<file path="src/rtl/key_rotate_sched_if.sv">
// key_rotate_sched_if: handshake/data bundle for the DES key-schedule rotator.
//   start/mode/cIn/dIn : schedule request (producer -> rotator)
//   busy               : schedule in progress
//   outValid/outReady  : per-round valid/ready handshake
//   cOut/dOut/roundIdx : current rotated halves and round position (1..ROUNDS)
//   last               : marks the final round
interface key_rotate_sched_if #(
  parameter int HALF_W = 28,
  parameter int RW     = 5
);
  logic              start;
  logic              mode;
  logic [HALF_W-1:0] cIn;
  logic [HALF_W-1:0] dIn;
  logic              busy;
  logic              outValid;
  logic              outReady;
  logic [HALF_W-1:0] cOut;
  logic [HALF_W-1:0] dOut;
  logic [RW-1:0]     roundIdx;
  logic              last;

  modport master (
    output start, mode, cIn, dIn, outReady,
    input  busy, outValid, cOut, dOut, roundIdx, last
  );

  modport slave (
    input  start, mode, cIn, dIn, outReady,
    output busy, outValid, cOut, dOut, roundIdx, last
  );
endinterface

</file>
<file path="src/rtl/key_rotate_sched.sv">
// key_rotate_sched: sequential DES key-schedule rotator.
// Loads the post-PC-1 halves C0/D0 on start and emits one rotated (Cn, Dn)
// pair per round over a valid/ready handshake. Encrypt rotates left by
// 1 + SHIFT_MASK[r-1] per round r; decrypt emits the same halves in reverse
// round order by pre-rotating the seed by the full-schedule total and then
// rotating right.
//   clk, reset : clock, asynchronous active-high reset
//   bus        : key_rotate_sched_if slave (request, handshake, outputs)
module key_rotate_sched #(
  parameter int              HALF_W     = 28,
  parameter int              ROUNDS     = 16,
  parameter logic [ROUNDS-1:0] SHIFT_MASK = 16'h7EFC,
  parameter int              RW         = $clog2(ROUNDS) + 1
) (
  input  logic              clk,
  input  logic              reset,
  key_rotate_sched_if.slave bus
);

  if (HALF_W < 3 || ROUNDS < 1) begin : gParamCheck
    $error("key_rotate_sched: HALF_W must be >= 3 and ROUNDS >= 1");
  end

  function automatic int sumShifts();
    int t = 0;
    for (int r = 0; r < ROUNDS; r++) t += SHIFT_MASK[r] ? 2 : 1;
    return t;
  endfunction

  // Decrypt round 1 equals encrypt round ROUNDS: the seed rotated by the total.
  localparam int unsigned T_MOD = sumShifts() % HALF_W;
  localparam int unsigned S1    = SHIFT_MASK[0] ? 2 : 1;

  function automatic logic [HALF_W-1:0] rotl(logic [HALF_W-1:0] x, int unsigned n);
    // n == 0 is legal: x >> HALF_W yields zero, so the result is x.
    return (x << n) | (x >> (HALF_W - n));
  endfunction

  function automatic logic [HALF_W-1:0] rotr(logic [HALF_W-1:0] x, int unsigned n);
    return (x >> n) | (x << (HALF_W - n));
  endfunction

  typedef enum logic {IDLE, EMIT} state_t;

  state_t            state;
  logic              modeQ;
  logic              busyQ, validQ, lastQ;
  logic [HALF_W-1:0] cQ, dQ;
  logic [RW-1:0]     idxQ;

  // Shift for the next round k = idxQ+1:
  //   encrypt s(k)          -> SHIFT_MASK[idxQ]
  //   decrypt s(ROUNDS-k+2) -> SHIFT_MASK[ROUNDS-idxQ]
  logic [ROUNDS-1:0] encSh, decSh;
  int unsigned       stepEnc, stepDec;

  always_comb begin
    encSh   = SHIFT_MASK >> idxQ;
    decSh   = SHIFT_MASK >> (RW'(ROUNDS) - idxQ);
    stepEnc = encSh[0] ? 2 : 1;
    stepDec = decSh[0] ? 2 : 1;
  end

  always_ff @(posedge clk or posedge reset) begin
    if (reset) begin
      state  <= IDLE;
      modeQ  <= 1'b0;
      busyQ  <= 1'b0;
      validQ <= 1'b0;
      lastQ  <= 1'b0;
      cQ     <= '0;
      dQ     <= '0;
      idxQ   <= '0;
    end else begin
      case (state)
        IDLE: begin
          if (bus.start) begin
            state  <= EMIT;
            busyQ  <= 1'b1;
            validQ <= 1'b1;
            modeQ  <= bus.mode;
            idxQ   <= RW'(1);
            lastQ  <= (ROUNDS == 1);
            cQ     <= bus.mode ? rotl(bus.cIn, T_MOD) : rotl(bus.cIn, S1);
            dQ     <= bus.mode ? rotl(bus.dIn, T_MOD) : rotl(bus.dIn, S1);
          end
        end
        EMIT: begin
          if (validQ && bus.outReady) begin
            if (lastQ) begin
              // idxQ/cQ/dQ keep the final round's values after completion.
              state  <= IDLE;
              busyQ  <= 1'b0;
              validQ <= 1'b0;
              lastQ  <= 1'b0;
            end else begin
              idxQ  <= idxQ + RW'(1);
              lastQ <= (idxQ == RW'(ROUNDS - 1));
              cQ    <= modeQ ? rotr(cQ, stepDec) : rotl(cQ, stepEnc);
              dQ    <= modeQ ? rotr(dQ, stepDec) : rotl(dQ, stepEnc);
            end
          end
        end
        default: state <= IDLE;
      endcase
    end
  end

  assign bus.busy     = busyQ;
  assign bus.outValid = validQ;
  assign bus.last     = lastQ;
  assign bus.cOut     = cQ;
  assign bus.dOut     = dQ;
  assign bus.roundIdx = idxQ;

endmodule

</file>
<file path="src/flat_wrapper.sv">
// flat-port wrapper written by rule: the top's interface ports become plain ports
module key_rotate_sched_flat 
#(
  parameter int              HALF_W     = 28,
  parameter int              ROUNDS     = 16,
  parameter logic [ROUNDS-1:0] SHIFT_MASK = 16'h7EFC,
  parameter int              RW         = $clog2(ROUNDS) + 1
)
  (clk, reset, bus_start, bus_mode, bus_cIn, bus_dIn, bus_outReady, bus_busy, bus_outValid, bus_cOut, bus_dOut, bus_roundIdx, bus_last);
  key_rotate_sched_if #(.HALF_W(HALF_W), .RW(RW)) bus_i ();
  input  logic clk;
  input  logic reset;
  input wire logic [$bits(bus_i.start)-1:0] bus_start;
  input wire logic [$bits(bus_i.mode)-1:0] bus_mode;
  input wire logic [$bits(bus_i.cIn)-1:0] bus_cIn;
  input wire logic [$bits(bus_i.dIn)-1:0] bus_dIn;
  input wire logic [$bits(bus_i.outReady)-1:0] bus_outReady;
  output wire logic [$bits(bus_i.busy)-1:0] bus_busy;
  output wire logic [$bits(bus_i.outValid)-1:0] bus_outValid;
  output wire logic [$bits(bus_i.cOut)-1:0] bus_cOut;
  output wire logic [$bits(bus_i.dOut)-1:0] bus_dOut;
  output wire logic [$bits(bus_i.roundIdx)-1:0] bus_roundIdx;
  output wire logic [$bits(bus_i.last)-1:0] bus_last;
  assign bus_i.start = bus_start;
  assign bus_i.mode = bus_mode;
  assign bus_i.cIn = bus_cIn;
  assign bus_i.dIn = bus_dIn;
  assign bus_i.outReady = bus_outReady;
  assign bus_busy = bus_i.busy;
  assign bus_outValid = bus_i.outValid;
  assign bus_cOut = bus_i.cOut;
  assign bus_dOut = bus_i.dOut;
  assign bus_roundIdx = bus_i.roundIdx;
  assign bus_last = bus_i.last;
  key_rotate_sched #(.HALF_W(HALF_W), .ROUNDS(ROUNDS), .SHIFT_MASK(SHIFT_MASK), .RW(RW)) u_core (.clk(clk), .reset(reset), .bus(bus_i));
endmodule
</file>
<file path="config.mk">
export PLATFORM = sky130hd
export DESIGN_NAME = key_rotate_sched_flat
export DESIGN_NICKNAME = d
export VERILOG_FILES = /design/src/rtl/key_rotate_sched_if.sv /design/src/rtl/key_rotate_sched.sv /design/src/flat_wrapper.sv
export SDC_FILE = /design/constraint.sdc
export NUM_CORES = 1
export LEC_CHECK = 0
export CAP_MARGIN = 20
export CORE_ASPECT_RATIO = 0.75
export CORE_MARGIN = 3
export CORE_UTILIZATION = 35
export DETAILED_ROUTE_END_ITERATION = 6
export PLACE_DENSITY_LB_ADDON = 0.05
export RECOVER_POWER = 25
export SLEW_MARGIN = 20
export SYNTH_ARGS = -nofsm -noshare
export SYNTH_HDL_FRONTEND = slang
export SYNTH_SLANG_ARGS = --single-unit
export TNS_END_PERCENT = 1
</file>
<file path="constraint.sdc">
create_clock -name clk -period 4.9 [get_ports clk]
set_input_delay 0.98 -clock clk [delete_from_list [all_inputs] [get_ports clk]]
set_output_delay 0.98 -clock clk [all_outputs]
set_load 0.01 [all_outputs]
</file>
==> metrics.yaml, run 1 <==
route:
  drt_pass1_iterations: 5
  detail_route.drc_violations: 0
  via_count: 5564
  initialDrtViolationCount: 292
  via_density_per_instance: 5.678
  drt_antenna_net_count: 0
  wire_per_inst_um: 19.30
  route.final.wire_length_mm: 18.91
timing:
  finalCritPeriodShare_pct: 66.11
  finalClockSkew_ns: 0.007572
  setup_repair_after_global_routing_missed_its_margin: "false"
  final_count_of_negative_setup_slack_endpoints: 0
  fin_tns_setup_ns: 0
  timing.fmax_mhz: 308.7
  hold-worst-slack_ns: 0.5418
  tightest_slew_ns: 1.173
  slew_violations: 0
  maxSlewHeadroom_pct: 21.73
  period_minus_slack_ns: 3.239
  finalHoldViolations: 0
synth:
  synth_cell_type_count: 41
  synth_cells: 678
  synthesis.nets: 743
  syn-mean-instance-area_um2: 8.731
  yosysWarnings: 0
  ys_seq_elements: 65
  ys_seq_area_share_pct: 27.48
  syn-cell-area_um2: 5919
clock_tree:
  numClockSinks: 65
  cts_made_buffers: 9
  tritoncts: "done"
  cts_htree_levels: 3
  ctsLongestPathBuffers: 2
  clkTransAtPathRegs_ns: 0.06
  post_cts_buffers: 0
  insertion_delay_ns: 0.33
  buffer_type_at_the_clock_tree_root: "sky130_fd_sc_hd__clkbuf_16"
  post_cts.resized_instances: 0
  cts-hold-fix-buffers: 0
cells_and_area:
  num-fill-cells: 1587
  fin_nets: 830
  mostFrequentLayoutCells: "118 x sky130_fd_sc_hd__clkdlybuf4s50_1, 110 x sky130_fd_sc_hd__nand2_1, 92 x sky130_fd_sc_hd__mux2_2"
  antennaDiodeCount: 0
  stdcell_count: 980
  areaGrowthSynthToFinish_pct: 27.99
  layout_commonest_cell: "sky130_fd_sc_hd__clkdlybuf4s50_1"
  post_route_cells_drive_above_1_share_pct: 17.14
  fin_area_um2: 7576
outcome:
  status: "complete, no violations"
die:
  ioPinCount: 125
  fp.coreArea_um2: 16270
  horizontal_die_dimension_um: 156.2
  floorplan.die_area_um2: 18530
  placement_rows: 40
  floorplan.initialDensity_pct: 36.39
  die_h_um: 118.6
worst_hold_path:
  min-delay-path-class: "reg2reg"
critical_path:
  cp_slowest_cell: "sky130_fd_sc_hd__clkbuf_2"
  endpoint_kind: "asynchronous set/reset pin"
  critPathArrivalTime_ns: 3.38
  worstPathBufferInverterCount: 3
  worst_path_dominant_cell_family: "buffers and inverters"
  path_class: "in2async"
  crit_required_ns: 5.04
  startpoint_type: "input port"
  worstPathMaxFanout: 39
  worst_path_largest_cell_delay_ns: 1.00
  crit_path_cell_trace: "dlygate4sd3_1, inv_1, clkbuf_2"
  setup.reg_to_reg.worst_slack_ns: 1.96
place:
  placedInstanceArea_um2: 7268
  global_placer_s_final_weighted_congestion: 0.8276
  port_buffers: 124
  dp_cells: 963
  detailed_placement_wirelength_estimate_mm: 12.63
grt:
  grt_antenna_before_repair: 0
  gr-total-overflow: 0
  grt_start_max_net_pins: 110
  globalRouteTotalUtil_pct: 20.33
  first_global_vias: 5637
  grt_first_pass_wirelength_mm: 30.84
pwr:
  power.leakage_nw: 2.888
  p_clk_share_pct: 14.5
  netSwitchingPower_mw: 1.946
  sw_frac_of_total_pct: 45.53
  peakVddDrop_v: 0.0004203
  seq_power_share_pct: 23.5
  power.density_cell_area_nw_per_um2: 564.1
  share_of_power_burned_in_combinational_logic_pct: 62.0
  power_report.internal_total_mw: 2.327
job:
  max-cap-violations: 0
## worst register-to-register path, cell delays in order, from the launching register on
cell	delay, ns
sky130_fd_sc_hd__dfrtp_1	0.47
sky130_fd_sc_hd__inv_1	0.12
sky130_fd_sc_hd__ha_1	0.35
sky130_fd_sc_hd__nand2b_1	0.16
sky130_fd_sc_hd__a311o_1	0.30
sky130_fd_sc_hd__o211ai_4	0.09
sky130_fd_sc_hd__buf_4	0.67
sky130_fd_sc_hd__mux2_2	0.49
sky130_fd_sc_hd__o211ai_1	0.20
## power by group through the flow
stage               Sequential, mW  Clock, mW  Combinational [mW]
floorplan                    0.959          0                1.85
global placement              1.08          0                2.51
detailed placement            1.08          0                2.53
CTS                           1.08      0.639                2.55
global route                  1.04      0.660                2.87
finish                        1.01      0.621                2.65
## area by class of cell
type / count / area (um^2) / area share, %
Multi-Input combinational cell: 544 / 4025 / 53.13
Sequential cell: 65 / 1632 / 21.54
Timing Repair Buffer: 135 / 1336 / 17.64
Tap cell: 210 / 262.8 / 3.468
Clock buffer: 11 / 252.7 / 3.336
Inverter: 10 / 37.54 / 0.4955
Clock inverter: 5 / 30.03 / 0.3964
## cell families (layout without fill, tap and decap cells)
kind of cell    count (synthesis)  after routing  synth area share (%)
flops                          65             65                 27.48
mux                           162            162                 29.34
xor+xnor                        2              2                0.2960
fa+ha+maj                       4              4                0.8455
buf+inv                        69            161                 5.242
compound gates                187            187                 21.92
simple gates                  189            189                 14.88
## per-layer routing
layer  GRT usage [%]  up-vias  wire length (um)
met3           4.063       11              1111
li1                -     2650                 -
met5               0        -                 0
met2           30.35      186              8087
met1           30.58     2717              9573
met4           3.554        0               142
## Yosys cell counts
| cell | instances | share of area [%] |
|---|---|---|
| sky130_fd_sc_hd__a21bo_2 | 4 | 0.68 |
| sky130_fd_sc_hd__a21o_1 | 46 | 5.8 |
| sky130_fd_sc_hd__a21oi_1 | 49 | 4.1 |
| sky130_fd_sc_hd__a221oi_1 | 5 | 0.74 |
| sky130_fd_sc_hd__a221oi_2 | 1 | 0.25 |
| sky130_fd_sc_hd__a22oi_1 | 4 | 0.51 |
| sky130_fd_sc_hd__a311o_1 | 1 | 0.17 |
| sky130_fd_sc_hd__a31oi_1 | 2 | 0.21 |
| sky130_fd_sc_hd__and2_1 | 1 | 0.11 |
| sky130_fd_sc_hd__and3_1 | 2 | 0.21 |
| sky130_fd_sc_hd__buf_1 | 3 | 0.19 |
| sky130_fd_sc_hd__buf_12 | 1 | 0.34 |
| sky130_fd_sc_hd__buf_2 | 7 | 0.59 |
| sky130_fd_sc_hd__buf_4 | 5 | 0.63 |
| sky130_fd_sc_hd__buf_6 | 1 | 0.19 |
| sky130_fd_sc_hd__clkbuf_1 | 42 | 2.7 |
| sky130_fd_sc_hd__dfrtp_1 | 65 | 27 |
| sky130_fd_sc_hd__ha_1 | 4 | 0.85 |
| sky130_fd_sc_hd__inv_1 | 10 | 0.63 |
| sky130_fd_sc_hd__mux2_2 | 92 | 18 |
| sky130_fd_sc_hd__mux2i_1 | 70 | 12 |
| sky130_fd_sc_hd__nand2_1 | 110 | 7.0 |
| sky130_fd_sc_hd__nand2b_1 | 2 | 0.21 |
| sky130_fd_sc_hd__nand3_1 | 7 | 0.59 |
| sky130_fd_sc_hd__nand4_1 | 1 | 0.11 |
| sky130_fd_sc_hd__nor2_1 | 9 | 0.57 |
| sky130_fd_sc_hd__nor2b_1 | 51 | 5.4 |
| sky130_fd_sc_hd__nor3_1 | 1 | 0.084 |
| sky130_fd_sc_hd__nor3b_1 | 3 | 0.38 |
| sky130_fd_sc_hd__o211ai_1 | 46 | 5.8 |
| sky130_fd_sc_hd__o211ai_2 | 1 | 0.21 |
| sky130_fd_sc_hd__o21ai_0 | 9 | 0.76 |
| sky130_fd_sc_hd__o21bai_1 | 1 | 0.13 |
| sky130_fd_sc_hd__o22ai_1 | 1 | 0.11 |
| sky130_fd_sc_hd__o311ai_0 | 8 | 1.2 |
| sky130_fd_sc_hd__o31a_1 | 1 | 0.15 |
| sky130_fd_sc_hd__o31ai_1 | 8 | 1.0 |
| sky130_fd_sc_hd__or3_1 | 1 | 0.11 |
| sky130_fd_sc_hd__or3b_1 | 1 | 0.15 |
| sky130_fd_sc_hd__xnor2_1 | 1 | 0.15 |
| sky130_fd_sc_hd__xor2_1 | 1 | 0.15 |
## path summary, 6_finish.rpt
| path | start | endpoint | depth (start not counted) |
|---|---|---|---|
| setup / recovery | reset | u_core.modeQ | 3 |
| hold / removal | u_core.bus.cOut[20] | u_core.bus.cOut[20] | 2 |
| setup reg to reg | u_core.bus.roundIdx[0] | u_core.bus.cOut[8] | 8 |
| hold reg to reg | u_core.bus.cOut[20] | u_core.bus.cOut[20] | 2 |
| max in group clk | bus_start | u_core.bus.dOut[26] | 6 |
| min in group asynchronous | reset | u_core.bus.cOut[11] | 2 |
## state kept, by name (all words and copies together) (netlist names), named ones only
name	cells
u_core.bus.dOut	26
u_core.state	1
u_core.bus.cOut	28
u_core.bus.busy	1
u_core.bus.last	1
u_core.modeQ	1
u_core.bus.roundIdx	5
## through the flow
stage	total power, mW	util, %	setup slack [ns]
2_1_floorplan	2.806	-	2.294
3_3_place_gp	3.593	44.68	1.524
3_5_place_dp	3.614	44.68	1.465
4_1_cts	4.263	46.42	1.808
5_1_grt	4.567	46.58	1.201
6_report	4.273	46.58	1.661
Power figures use the tool's default switching activity.
==> run 2, diff against run 1 <==
==> constraint.sdc (replaced) <==
create_clock -name clk -period 3.4 [get_ports clk]
set_input_delay 0.68 -clock clk [delete_from_list [all_inputs] [get_ports clk]]
set_output_delay 0.68 -clock clk [all_outputs]
set_load 0.01 [all_outputs]
==> run 2 against run 1 <==
Against the previous run: register-to-register slack worse by 1.1 ns; final cell count is 0.61% higher; first-iteration DRC count is 50% higher; highest routed layer unchanged.
==> metrics.yaml, run 2 (synthesized netlist as in run 1, its figures left out) <==
worst_hold_path:
  min-delay-path-class: "reg2reg"
route:
  via_density_per_instance: 5.585  # -1.6%
  initialDrtViolationCount: 438  # +50%
  wire_per_inst_um: 18.90  # -2.1%
  drt_pass1_iterations: 5  # unchanged
  detail_route.drc_violations: 0  # unchanged
  via_count: 5507  # -1.0%
  drt_antenna_net_count: 0  # unchanged
  route.final.wire_length_mm: 18.64  # -1.5%
timing:
  finalClockSkew_ns: 0.004133  # -0.003439 ns
  setup_repair_after_global_routing_missed_its_margin: "false"
  fin_tns_setup_ns: 0  # unchanged
  tightest_slew_ns: 1.017  # -0.1555 ns
  maxSlewHeadroom_pct: 32.11  # +10 points
  timing.fmax_mhz: 400.4
  finalCritPeriodShare_pct: 73.45
  final.setup.worst_slack_ns: 0.9027  # -0.7581 ns
  final_count_of_negative_setup_slack_endpoints: 0  # unchanged
  finalHoldViolations: 0  # unchanged
  slew_violations: 0  # unchanged
  period_minus_slack_ns: 2.497
cells_and_area:
  antennaDiodeCount: 0  # unchanged
  mostFrequentLayoutCells: "121 x sky130_fd_sc_hd__clkdlybuf4s50_1, 110 x sky130_fd_sc_hd__nand2_1, 92 x sky130_fd_sc_hd__mux2_2"
  num-fill-cells: 1572  # -0.95%
  utilization_pct: 47.25  # +0.68 points
  layout_commonest_cell: "sky130_fd_sc_hd__clkdlybuf4s50_1"
  areaGrowthSynthToFinish_pct: 29.85
  largest_reg_flops: 28  # unchanged
  post_route_cells_drive_above_1_share_pct: 17.65  # +0.51 points
  stdcell_count: 986  # +0.61%
  fin_nets: 836  # +0.72%
place:
  global_placer_s_final_weighted_congestion: 0.8249  # -0.33%
  port_buffers: 124  # unchanged
  detailed_placement_wirelength_estimate_mm: 12.81  # +1.5%
  dp_cells: 970  # +0.73%
  place_worst_setup_slack_ns: 0.8569  # -0.6083 ns
grt:
  met2_usage_pct: 28.22  # -2.1 points
  grt_antenna_before_repair: 0  # unchanged
  globalRoute.busiestLayer: "met1"
  gr-total-overflow: 0  # unchanged
  grt_met1_use_pct: 31.81  # +1.2 points
  first_global_vias: 5477  # -2.8%
  grt_start_max_net_pins: 58  # -47%
  grt_first_pass_wirelength_mm: 30.68  # -0.52%
  globalRouteMet3Util_pct: 4.283  # +0.22 points
  globalRouteTotalUtil_pct: 20.13  # -0.20 points
clock_tree:
  cts_made_buffers: 9  # unchanged
  tritoncts: "done"
  clkTransAtPathRegs_ns: 0.06  # about the same
  post_cts.resized_instances: 0  # unchanged
  insertion_delay_ns: 0.33  # about the same
  numClockSinks: 65  # unchanged
  cts_htree_levels: 3  # unchanged
  post_cts_buffers: 0  # unchanged
  ctsLongestPathBuffers: 2  # unchanged
  buffer_type_at_the_clock_tree_root: "sky130_fd_sc_hd__clkbuf_16"
  cts-hold-fix-buffers: 0  # unchanged
critical_path:
  worst_path_dominant_cell_family: "compound AO/OA/AOI/OAI gates"
  path_class: "reg2reg"
  worstPathBufferInverterCount: 1  # -2
  worstPathMaxFanout: 10  # -74%
  crit_required_ns: 3.62  # -1.42 ns
  critPathArrivalTime_ns: 2.72  # -0.66 ns
  startpoint_type: "flip-flop"
  crit_path_cell_trace: "inv_1, ha_1, nor2b_1, o31a_1, o311ai_0, a22oi_1, a21bo_2"
  cp_slowest_cell: "sky130_fd_sc_hd__o31a_1"
  worst_path_largest_cell_delay_ns: 0.47  # -0.53 ns
  endpoint_kind: "flip-flop"
die:
  ioPinCount: 125  # unchanged
  die_h_um: 118.6  # unchanged
  floorplan.initialDensity_pct: 36.39  # unchanged
  floorplan.die_area_um2: 18530  # unchanged
  fp.coreArea_um2: 16270  # unchanged
  horizontal_die_dimension_um: 156.2  # unchanged
  placement_rows: 40  # unchanged
job:
  max-cap-violations: 0  # unchanged
outcome:
  status: "complete, no violations"
pwr:
  peakVddDrop_v: 0.0005464  # +30%
  power.density_cell_area_nw_per_um2: 821.2  # +46%
  power.leakage_nw: 2.946  # +2.0%
[run 2: cell count changes in the layout (fill, tap and decap cells not counted), moves of 2 or more]
cell / change
sky130_fd_sc_hd__clkinvlp_4: -2
sky130_fd_sc_hd__buf_12: +3
sky130_fd_sc_hd__buf_4: +5
sky130_fd_sc_hd__clkdlybuf4s50_1: +3
sky130_fd_sc_hd__clkbuf_8: +3
sky130_fd_sc_hd__clkinv_2: -3
sky130_fd_sc_hd__dlygate4sd3_1: -3
[run 2: per-layer routing]
layer	routed length (um)	vias to the layer above	part of all wire, %
li1	-	2658	-
met1	9527	2665	51
met2	7788	173	42
met3	1196	11	6.4
met4	126	0	0.68
met5	0	-	0
[run 2: power by group]
part	leakage, nW	internal (mW)	switching (mW)	total, mW
logic	1.95	1.82	2.00	3.82
registers	0.838	1.04	0.434	1.47
clock network	0.162	0.669	0.356	1.02
total	2.95	3.52	2.79	6.31
[run 2: cell type report]
type                            count  area (um^2)  area share (%)
Clock buffer                       15        297.8           3.874
Tap cell                          210        262.8           3.419
Multi-Input combinational cell    544         4025           52.37
Clock inverter                      1        30.03          0.3907
Sequential cell                    65         1632           21.23
Inverter                           10        37.54          0.4884
Timing Repair Buffer              141         1401           18.23
[run 2: worst min-delay path, cell delays in order (launching register included)]
cell                       delay, ns
sky130_fd_sc_hd__dfrtp_1        0.39
sky130_fd_sc_hd__nand2_1        0.06
sky130_fd_sc_hd__o211ai_1       0.07
[run 2: path summary, 6_finish.rpt]
| path | cells past startpoint | end | start | slack, ns |
|---|---|---|---|---|
| worst max-delay path | 7 | flip-flop | u_core.bus.roundIdx[1] | 0.90 |
| worst min register to register | 2 | u_core.bus.cOut[18] | u_core.bus.cOut[18] | 0.56 |
| min in group asynchronous | 2 | u_core.bus.cOut[15] | reset | 1.03 |
| worst max register to register | 7 | flip-flop | u_core.bus.roundIdx[1] | 0.90 |
| max in group asynchronous | 3 | u_core.state | reset | 1.55 |
| worst min-delay path | 2 | u_core.bus.cOut[18] | u_core.bus.cOut[18] | 0.56 |
[run 2: through the flow]
step | power [mW] | hold WS, ns | area (um^2)
5_1_grt | 6.722 | 0.5721 | 7686
4_1_cts | 6.326 | 0.5622 | 7686
2_1_floorplan | 4.044 | 0.5646 | 5919
3_5_place_dp | 5.267 | 0.5420 | 7358
3_3_place_gp | 5.258 | 0.5398 | 7358
6_report | 6.312 | 0.5582 | 7686
